File: src/rtl/moore_seq_ctrl.sv
// Sequencing controller for the 0..LAST counting datapath: start/stop/pause control, valid/ready output, lap counting.
// Optional down-count support (dir port) is enabled by defining SEQ_DIR_EN.
module moore_seq_ctrl #(
  parameter int LAST  = 12,
  parameter int WIDTH = 5,
  parameter int LAPW  = 8
) (
  input  logic             clk,
  input  logic             rst,
  input  logic             start,
  input  logic             stop,
  input  logic             pause,
  input  logic [LAPW-1:0]  laps_in,
`ifdef SEQ_DIR_EN
  input  logic             dir,
`endif
  output logic [WIDTH-1:0] seq_out,
  output logic             seq_valid,
  input  logic             seq_ready,
  output logic             busy,
  output logic             done,
  output logic [LAPW-1:0]  lap_cnt
);

  typedef enum logic [1:0] {
    S_IDLE  = 2'd0,
    S_RUN   = 2'd1,
    S_PAUSE = 2'd2,
    S_DONE  = 2'd3
  } state_t;

  localparam logic [WIDTH-1:0] C_LAST    = WIDTH'(LAST);
  localparam logic [WIDTH-1:0] C_SEQ_ONE = WIDTH'(1);
  localparam logic [LAPW-1:0]  C_LAP_ONE = LAPW'(1);

  state_t            r_state;
  state_t            w_state_next;
  logic [WIDTH-1:0]  r_seq;
  logic [WIDTH-1:0]  w_seq_next;
  logic [LAPW-1:0]   r_lap;
  logic [LAPW-1:0]   w_lap_next;
  logic [LAPW-1:0]   r_target;
  logic [LAPW-1:0]   w_target_next;
  logic              r_valid;
  logic              r_busy;
  logic              r_done;

  logic              w_dir;
  logic              w_at_wrap;
  logic              w_out_range;
  logic [LAPW-1:0]   w_lap_inc;
  logic              w_target_hit;
  logic [WIDTH-1:0]  w_seq_step;
  logic [WIDTH-1:0]  w_seq_wrap;
  logic [WIDTH-1:0]  w_seq_start;

`ifdef SEQ_DIR_EN
  assign w_dir = dir;
`else
  assign w_dir = 1'b0;
`endif

  // Wrap point and start value depend on direction; the lap boundary is the wrap itself.
  assign w_at_wrap    = w_dir ? (r_seq == '0) : (r_seq == C_LAST);
  assign w_seq_step   = w_dir ? (r_seq - C_SEQ_ONE) : (r_seq + C_SEQ_ONE);
  assign w_seq_wrap   = w_dir ? C_LAST : '0;
  assign w_seq_start  = w_dir ? C_LAST : '0;
  assign w_out_range  = (r_seq > C_LAST);
  assign w_lap_inc    = r_lap + C_LAP_ONE;
  assign w_target_hit = (r_target != '0) && (w_lap_inc == r_target);

  always_ff @(posedge clk) begin
    if (rst) begin
      r_state  <= S_IDLE;
      r_seq    <= '0;
      r_lap    <= '0;
      r_target <= '0;
      r_valid  <= 1'b0;
      r_busy   <= 1'b0;
      r_done   <= 1'b0;
    end else begin
      r_state  <= w_state_next;
      r_seq    <= w_seq_next;
      r_lap    <= w_lap_next;
      r_target <= w_target_next;
      r_valid  <= (w_state_next == S_RUN);
      r_busy   <= (w_state_next == S_RUN) || (w_state_next == S_PAUSE);
      r_done   <= (w_state_next == S_DONE);
    end
  end

  always_comb begin
    w_state_next  = r_state;
    w_seq_next    = r_seq;
    w_lap_next    = r_lap;
    w_target_next = r_target;

    if (w_out_range) begin
      // Recovery from a corrupted sequence value.
      w_state_next = S_IDLE;
      w_seq_next   = '0;
    end else begin
      case (r_state)
        S_IDLE: begin
          w_seq_next = '0;
          if (start && !stop) begin
            w_state_next  = S_RUN;
            w_target_next = laps_in;
            w_lap_next    = '0;
            w_seq_next    = w_seq_start;
          end
        end
        S_RUN: begin
          if (stop) begin
            w_state_next = S_IDLE;
            w_seq_next   = '0;
          end else if (pause) begin
            w_state_next = S_PAUSE;
          end else if (seq_ready) begin
            if (w_at_wrap) begin
              w_lap_next = w_lap_inc;
              if (w_target_hit) begin
                w_state_next = S_DONE;
                w_seq_next   = '0;
              end else begin
                w_seq_next = w_seq_wrap;
              end
            end else begin
              w_seq_next = w_seq_step;
            end
          end
        end
        S_PAUSE: begin
          if (stop) begin
            w_state_next = S_IDLE;
            w_seq_next   = '0;
          end else if (!pause) begin
            w_state_next = S_RUN;
          end
        end
        S_DONE: begin
          w_state_next = S_IDLE;
          w_seq_next   = '0;
        end
        default: begin
          w_state_next = S_IDLE;
          w_seq_next   = '0;
        end
      endcase
    end
  end

  assign seq_out   = r_seq;
  assign seq_valid = r_valid;
  assign busy      = r_busy;
  assign done      = r_done;
  assign lap_cnt   = r_lap;

endmodule

File: config.mk
export PLATFORM = sky130hd
export DESIGN_NAME = moore_seq_ctrl
export DESIGN_NICKNAME = d
export VERILOG_FILES = /design/src/rtl/moore_seq_ctrl.sv
export SDC_FILE = /design/constraint.sdc
export NUM_CORES = 1
export LEC_CHECK = 0
export BUFFER_PORTS_ARGS = -buffer_cell sky130_fd_sc_hd__buf_2
export CORE_ASPECT_RATIO = 1.5
export CORE_MARGIN = 8
export CORE_UTILIZATION = 50
export CTS_BUF_LIST = sky130_fd_sc_hd__clkbuf_2
export CTS_CLUSTER_DIAMETER = 200
export DETAILED_ROUTE_END_ITERATION = 8
export PLACE_DENSITY = 0.71
export SLEW_MARGIN = 20
export SYNTH_ARGS = -nofsm -noshare
export SYNTH_HDL_FRONTEND = slang
export SYNTH_SLANG_ARGS = --single-unit
File: constraint.sdc
create_clock -name clk -period 6.4 [get_ports clk]
set_clock_uncertainty 0.15 [all_clocks]
set_input_delay 0.32 -clock clk [delete_from_list [all_inputs] [get_ports clk]]
set_output_delay 0.32 -clock clk [all_outputs]
set_load 0.02 [all_outputs]
-- After elaboration in Yosys (flattened, before gate mapping)
Cells that the tools add are included.
- bits in registers: 26
- input bits: 14
- output and inout bits: 16
- logic and storage cells: 61
- $add $sub $neg: 2
- $lt $le $gt $ge: 1
- equal/unequal tests: 16
- muxes and demuxes: 22
- bitwise gates (word level): 1
- reduce and logical (&&, ||, !) cells: 12
- operator list (operator ; count):
    $mux 8 ; 5
    $mux 5 ; 5
    $mux 2 ; 9
    $pmux 8 s2 ; 1
    $pmux 5 s3 ; 1
    $ne 2x2->1 const B ; 6
    $add 8x1->8 const B ; 1
    $eq 2x2->1 const B ; 4
    $eq 8x8->1 ; 1
    $pmux 2 s4 ; 1
    $reduce_bool 8->1 ; 1
    $reduce_and 7->1 ; 1
    $ne 3x3->1 const B ; 2
    $reduce_and 3->1 ; 2
    $add 5x1->5 const B ; 1
    $eq 5x4->1 const B ; 1
    $gt 5x4->1 const B ; 1
    $eq 2x1->1 const B ; 2
    $reduce_or 2->1 ; 2
    $logic_and 1x1->1 ; 2
    $logic_not 2->1 ; 1
    $reduce_bool 2->1 ; 1
    $logic_not 1->1 ; 1
    $logic_or 1x1->1 ; 1
    $not 1->1 ; 1

-- Longest topological paths before layout
Gate-level depths: netlist of the first run.
- depth in word-level cells: 12
- depth in mapped cells: 9
- gate-level depth less buffers: 9

-- Worst setup path after synthesis of the first run
Ideal clock, no wire load.
- kind: reg-to-reg
- from: register r_lap[1] (netlist: lap_cnt[1])
- to: register r_busy (netlist: busy)
- library setup time: 0.128 ns
- data arrival time: 2.213 ns
- path slack: 3.909 ns
- cell stages (with the launch flop): 9
- path through: dfxtp_1 > ha_1 > xor2_1 > nor2_1 > nand4_1 > o41a_1 > or3_1 > ha_1 > nor2_1
- word-level cells in the longest chain between the ends: 12
- elaborated cells between the ends (all ways): 13
- those cells by class: add/sub: 1; eq/ne: 3; mux: 7; reduce/logical: 2
- RTL lines (what ; RTL line ; text):
    start, declared ; 40 ; logic [LAPW-1:0] r_lap;
    start signal, assigned ; 84 ; r_lap <= w_lap_next;
    $add 8x1->8 (*) ; 69 ; assign w_lap_inc = r_lap + C_LAP_ONE;
    $eq 8x8->1 (*) ; 70 ; assign w_target_hit = (r_target != '0) && (w_lap_inc == r_target);
    $logic_and 1x1->1 (*) ; 70 ;
    $mux 2 (*) ; 122 ; if (w_target_hit) begin
    $mux 2 (*) ; 120 ; if (w_at_wrap) begin
    $mux 2 (*) ; 119 ; end else if (seq_ready) begin
    $mux 2 (*) ; 117 ; end else if (pause) begin
    $mux 2 (*) ; 114 ; if (stop) begin
    $pmux 2 s4 (*) ; 103 ; case (r_state)
    $mux 2 (*) ; 98 ; if (w_out_range) begin
    $eq 2x1->1 / $eq 2x2->1 (equally long branches) ; 87 ; r_busy <= (w_state_next == S_RUN) || (w_state_next == S_PAUSE);
    $logic_or 1x1->1 (*) ; 87 ;
    end signal, assigned ; 87 ;
    end, declared ; 45 ; logic r_busy;
Every way passes the cells marked *; elsewhere a longest branch is shown, timed or not.
A chain may end at the register's enable or synchronous reset.

-- Worst setup path in the final report of the first run
- from: register r_lap[0] (netlist: lap_cnt[0])
- to: register r_busy (netlist: busy)
Same word-level chain as after synthesis.

==> metrics.txt, run 1 <==
period utilisation layout=40.3%; ys async rst share=0%; Initial Utilization=51.0%; Routability Congestion=0.854; worst hold-check path type=input pin to register; Unique masters post-synth=40; Via density=5.70; DRC=0; Worst IR Drop VDD=0.164 mV; post-cts resize count=0; Syn Nets=193; Setup Buffers After CTS=0; fraction of power consumed by sequential logic=56.0%; Netlist Area Pre-Place=0.00145 mm²; worst hold path stage count=3; gr usage total=15.7%; element type at the critical path end=register; Routed Antenna Nets=0; number of enable flip-flop cells after synthesis=0; final slew viol count=0; die span in y=82.0 µm; first-pass GRT wire length=5.95 mm; CTS tree=built; Sw Pwr=0.0698 mW; Top FF cell, synth=dfxtp_1; r2r setup slk=3.82 ns; clk buf depth=2; layout cell share with drive strength beyond 1=16.7%; Clock Pin Slew Worst Setup and Hold Paths=0.26 ns; Comb pwr share=9.0%; number of hold buffers added after cts=0; root buf cell=clkbuf_2; cell area after placement=0.00161 mm²; Internal Dissipation=0.231 mW; worst-margin pin slew=0.540 ns; routed len/inst=14.9 µm; Place WS=3.85 ns; YS warnings=0; commonest non-fill, non-tap cell in the layout=buf_2; number of global-route vias before repair=1369; WP data arrival=2.76 ns; starting DRC count in detailed routing=105; top post-synthesis cells by area=dfxtp_1 (36%), nor2_1 (6.5%), mux2i_1 (5.5%), xor2_1 (4.8%), ha_1 (4.3%); normalized max-slew margin=63.6%; crit path time final=2.58 ns; CP max stage cell=dfxtp_1; cts bufs inserted=3; commonest non-fill, non-tap cells in the layout=buf_2 (29), dfxtp_1 (26), nor2_1 (25); post-synth top area cell=dfxtp_1; FMAX=387 MHz; crit path launch type=register; H-Tree Depth=1; num rows=24; Post-Route WL=3.62 mm; pin count of the biggest net entering global routing=22; Core ar.=0.00285 mm²; Sw Share=23.2%; Worst Path Max Fanout=9; mean post-synth cell area=8.36 µm²; design area=0.00169 mm²; max-cap viol count=0; Cells after Synth=174; drt pass-1 iters=4; worst setup slack after layout=3.82 ns; Final setup viols=0; Die Span X=60.0 µm; final hold violation count=0; Layout area overhead=16.2%; post-synthesis sequential area ratio=35.8%; critical path class=register to register; R2R depth=8; crit path cell chain=ha_1, xor2_1, nor2_1, nand4_1, o41a_1, or3_1, ha_1, nor2_1; clock share of power=35.0%; Worst path max stage delay=0.54 ns; initial antenna violation count=0; total grt overflow=0; PwrDens=178 mW/mm²; Leak=0.750 nW; Sum Neg Setup Slack=0 ns; share of the synthesized area in the top cell type=35.8%; ANT cells=0; fill cell count=267; Synth Register Bits=26; fin util=59.2%; RSZ-0062 raised after global routing=false; number of port buffers=29; status=complete, no violations; detailed placement HPWL=2.83 mm; vias=1385; clk sink count=26; Final #Nets=224; IO Pins=30; Req. time, crit path=6.58 ns; DIE AREA=0.00492 mm²; clk_lat worst skew=0.37 ns
worst max-delay path: cells and delay by family, from the launching register on:
kind            cells  cell delay (ns)
simple gates        4             0.68
flops               1             0.54
xor+xnor            1             0.15
compound gates      1             0.45
fa+ha+maj           2             0.58
cell type report:
| type | instances | area (µm²) | share of cell area, % |
|---|---|---|---|
| multi-input combinational | 138 | 885 | 52.4 |
| sequential | 26 | 520 | 30.8 |
| timing repair buffer | 32 | 175 | 10.4 |
| tap | 39 | 48.8 | 2.89 |
| clock inverter | 1 | 30.0 | 1.78 |
| clock buffer | 3 | 15.0 | 0.889 |
| inverter | 4 | 15.0 | 0.889 |
final timing paths:
| path | start | end |
|---|---|---|
| worst max-delay path | lap_cnt[0] | busy |
| worst min-delay path | laps_in[0] | r_target[0] |
| worst max register to register | lap_cnt[0] | busy |
| worst min register to register | seq_out[3] | seq_out[3] |
sequential cells by signal, indices dropped and copies added (netlist names):
name / cells
r_state: 2
lap_cnt: 8
seq_out: 5
busy: 1
done: 1
seq_valid: 1
r_target: 8
cell families after synthesis:
group | synth area share, %
other | 0.258
and+or+nand+nor | 29.5
adders and majority gates | 4.30
buffers and inverters | 3.36
xor gates and xnor gates | 8.43
AOI/OAI and AO/OA | 12.8
muxes | 5.51
DFF | 35.8
synth_stat cells, types with 2 or more instances:
cell	number
xor2_1	8
inv_1	4
o211ai_1	2
or3b_1	2
nand4_1	3
ha_1	5
nor2_1	25
nand2b_1	2
a31oi_1	2
o21ai_0	10
nor3_1	4
nand3b_1	5
a21oi_1	10
and4_1	2
nand2_1	9
clkbuf_1	2
nand3_1	5
nor2b_1	5
nor4_1	4
and3_1	2
mux2i_1	8
xnor2_1	6
dfxtp_1	26
or3_1	5
buf_2	3
power groups by stage:
stage | clock, mW | sequential, mW | combinational [mW]
2_1_floorplan | 0 | 0.171 | 0.0159
3_3_place_gp | 0 | 0.171 | 0.0247
3_5_place_dp | 0 | 0.171 | 0.0255
4_1_cts | 0.107 | 0.168 | 0.0256
5_1_grt | 0.115 | 0.169 | 0.0297
6_report | 0.105 | 0.168 | 0.0270
stage by stage:
step	cells	power (mW)	hold WS, ns
after CTS	240	0.301	0.00881
after global routing	243	0.314	0.000526
after global placement	236	0.196	0.324
final	243	0.301	0.0146
after detailed placement	236	0.197	0.334
after floorplan	174	0.187	0.314
metal layers:
metal	wire length (µm)	vias up	global-route usage, %
met4	85	0	7.67
met1	1380	637	16.2
met3	197	15	2.51
met5	0	-	0
li1	-	679	-
met2	1960	54	29.4
(Power assumes the default switching activity.)
==> run 2: changes to the inputs <==
==> constraint.sdc (replaced) <==
create_clock -name clk -period 2.6 [get_ports clk]
set_clock_uncertainty 0.15 [all_clocks]
set_input_delay 0.13 -clock clk [delete_from_list [all_inputs] [get_ports clk]]
set_output_delay 0.13 -clock clk [all_outputs]
set_load 0.02 [all_outputs]
==> metrics.txt, run 2 (synthesized netlist as in run 1, its figures left out) <==
commonest non-fill, non-tap cells in the layout=buf_2 (29), nor2_1 (25), dfxtp_1 (23) (was buf_2 (29), dfxtp_1 (26), nor2_1 (25)); Worst Path Max Fanout=5 (was 9); r2r setup slk=0.12 ns (was 3.82 ns); ANT cells=0 (unchanged); Place WS=0.123 ns (was 3.85 ns); reg2reg start=seq_out[0] (was lap_cnt[0]); WHS Endpoint=seq_out[3] (was r_target[0]); post-placement cell count=240 (was 236); Layout area overhead=30.6% (was 16.2%); status=complete, no violations (unchanged); layout cell share with drive strength beyond 1=20.0% (was 16.7%); Final #Nets=245 (was 224); Core ar.=0.00285 mm² (unchanged); number of port buffers=29 (unchanged); FMAX=404 MHz (was 387 MHz); period utilisation layout=95.2% (was 40.3%); clk sink count=26 (unchanged); Routability Congestion=0.893 (was 0.854); fin util=66.5% (was 59.2%); commonest non-fill, non-tap cell in the layout=buf_2 (unchanged); Die Span X=60.0 µm (unchanged); CTS tree=built (unchanged); Worst IR Drop VDD=0.414 mV (was 0.164 mV); normalized max-slew margin=63.9% (was 63.6%); crit path time final=2.48 ns (was 2.58 ns); pin count of the biggest net entering global routing=22 (unchanged); Routed Antenna Nets=0 (unchanged); cell area after placement=0.00164 mm² (was 0.00161 mm²); detailed placement HPWL=2.87 mm (was 2.83 mm); Via density=5.53 (was 5.70); crit path launch type=register (unchanged); root buf cell=clkbuf_2 (unchanged); CP max stage cell=o41a_1 (was dfxtp_1); total grt overflow=0 (unchanged); Bufs and invs on worst path=1 (was 0); worst hold-check path type=input pin to register (unchanged); number of global-route vias before repair=1456 (was 1369); PwrDens=394 mW/mm² (was 178 mW/mm²); HP Start=stop (was laps_in[0]); routed len/inst=15.0 µm (was 14.9 µm); Final Non-Filler Cells=264 (was 243); critical path class=register to register (unchanged); IO Pins=30 (unchanged); gr usage total=17.0% (was 15.7%); vias=1459 (was 1385); Leak=0.862 nW (was 0.750 nW); R2R depth=9 (was 8); Post-Route WL=3.95 mm (was 3.62 mm); Worst path max stage delay=0.45 ns (was 0.54 ns); cts bufs inserted=3 (unchanged); crit path cell chain=inv_1, ha_2, nand4b_1, nor2_1, nand4_1, o41a_1, or3_1, ha_1, nor2_1 (was ha_1, xor2_1, nor2_1, nand4_1, o41a_1, or3_1, ha_1, nor2_1); max-cap viol count=0 (unchanged); initial antenna violation count=0 (unchanged); worst-margin pin slew=0.540 ns (about the same); most used cell, CP=nor2_1; fill cell count=239 (was 267); starting DRC count in detailed routing=63 (was 105); H-Tree Depth=1 (unchanged); die span in y=82.0 µm (unchanged); FF-to-FF End=busy (unchanged); DRC=0 (unchanged); final hold violation count=0 (unchanged); Initial Utilization=51.0% (unchanged); DIE AREA=0.00492 mm² (unchanged); design area=0.00190 mm² (was 0.00169 mm²); Req. time, crit path=2.71 ns (was 6.58 ns); Worst path top cell family by delay=simple AND/OR/NAND/NOR gates (unchanged); first-pass GRT wire length=6.48 mm (was 5.95 mm); num rows=24 (unchanged); Clock Pin Slew Worst Setup and Hold Paths=0.26 ns (about the same); worst hold path stage count=3 (unchanged); clk buf depth=2 (unchanged); WP data arrival=2.58 ns (was 2.76 ns); worst setup slack after layout=0.124 ns (was 3.82 ns); clk_lat worst skew=0.36 ns (was 0.37 ns); drt pass-1 iters=4 (unchanged); Final setup viols=0 (unchanged); element type at the critical path end=register (unchanged); Min Hold Slack=0.0178 ns (was 0.0146 ns); final slew viol count=0 (unchanged)
## run 2: through the flow
stage	power [mW]	TNS [ns]
global placement	0.483	0
CTS	0.754	0
floorplan	0.460	0
detailed placement	0.485	0
finish	0.748	0
global route	0.778	-0.00509
## run 2: what timing repair did
item                       4_1_cts  5_1_grt
setup endpoints to repair        0        6
setup buffers                    0        2
hold buffers                    18        0
gates resized for setup          0        7
hold endpoints to repair        10        0
## run 2: final cells by class
| class | instances | area (µm²) | share of cell area, % |
|---|---|---|---|
| repair buffers | 53 | 370 | 19.5 |
| flip-flops and latches | 26 | 529 | 27.9 |
| clock buffers | 3 | 15.0 | 0.791 |
| inverters | 4 | 15.0 | 0.791 |
| well taps | 39 | 48.8 | 2.57 |
| multi-input cells | 138 | 890 | 46.9 |
| clock inverters | 1 | 30.0 | 1.58 |
## run 2: worst max-delay path by stage
stage	startpoint	to	slack (ns)	cells after the start
2_1_floorplan	lap_cnt[1]	busy	0.11	8
3_3_place_gp	lap_cnt[1]	busy	0.18	8
3_5_place_dp	seq_out[1]	busy	0.12	9
4_1_cts	lap_cnt[1]	busy	0.08	8
5_1_grt	seq_out[0]	busy	-0.005	9
6_report	seq_out[0]	busy	0.12	9
## run 2: layer usage
metal | global-route usage, % | up-vias | wire length [µm]
li1 | - | 719 | -
met1 | 18.4 | 686 | 1630
met2 | 30.8 | 39 | 2070
met3 | 2.51 | 15 | 127
met4 | 8.39 | 0 | 125
met5 | 0 | - | 0
## run 2: where the power goes
| group | internal (mW) | total [mW] | switching, mW |
|---|---|---|---|
| Clock | 0.132 | 0.254 | 0.121 |
| Sequential | 0.404 | 0.412 | 0.00812 |
| Combinational | 0.0419 | 0.0824 | 0.0405 |
## run 2: worst reg2reg max path, delay by kind of cell (launching register included)
kind,cells,cell delay (ns)
adder cells (fa/ha/maj),2,0.50
AO/OA/AOI/OAI,1,0.45
AND/OR/NAND/NOR,5,0.83
flip-flops,1,0.38
buffers and inverters,1,0.09
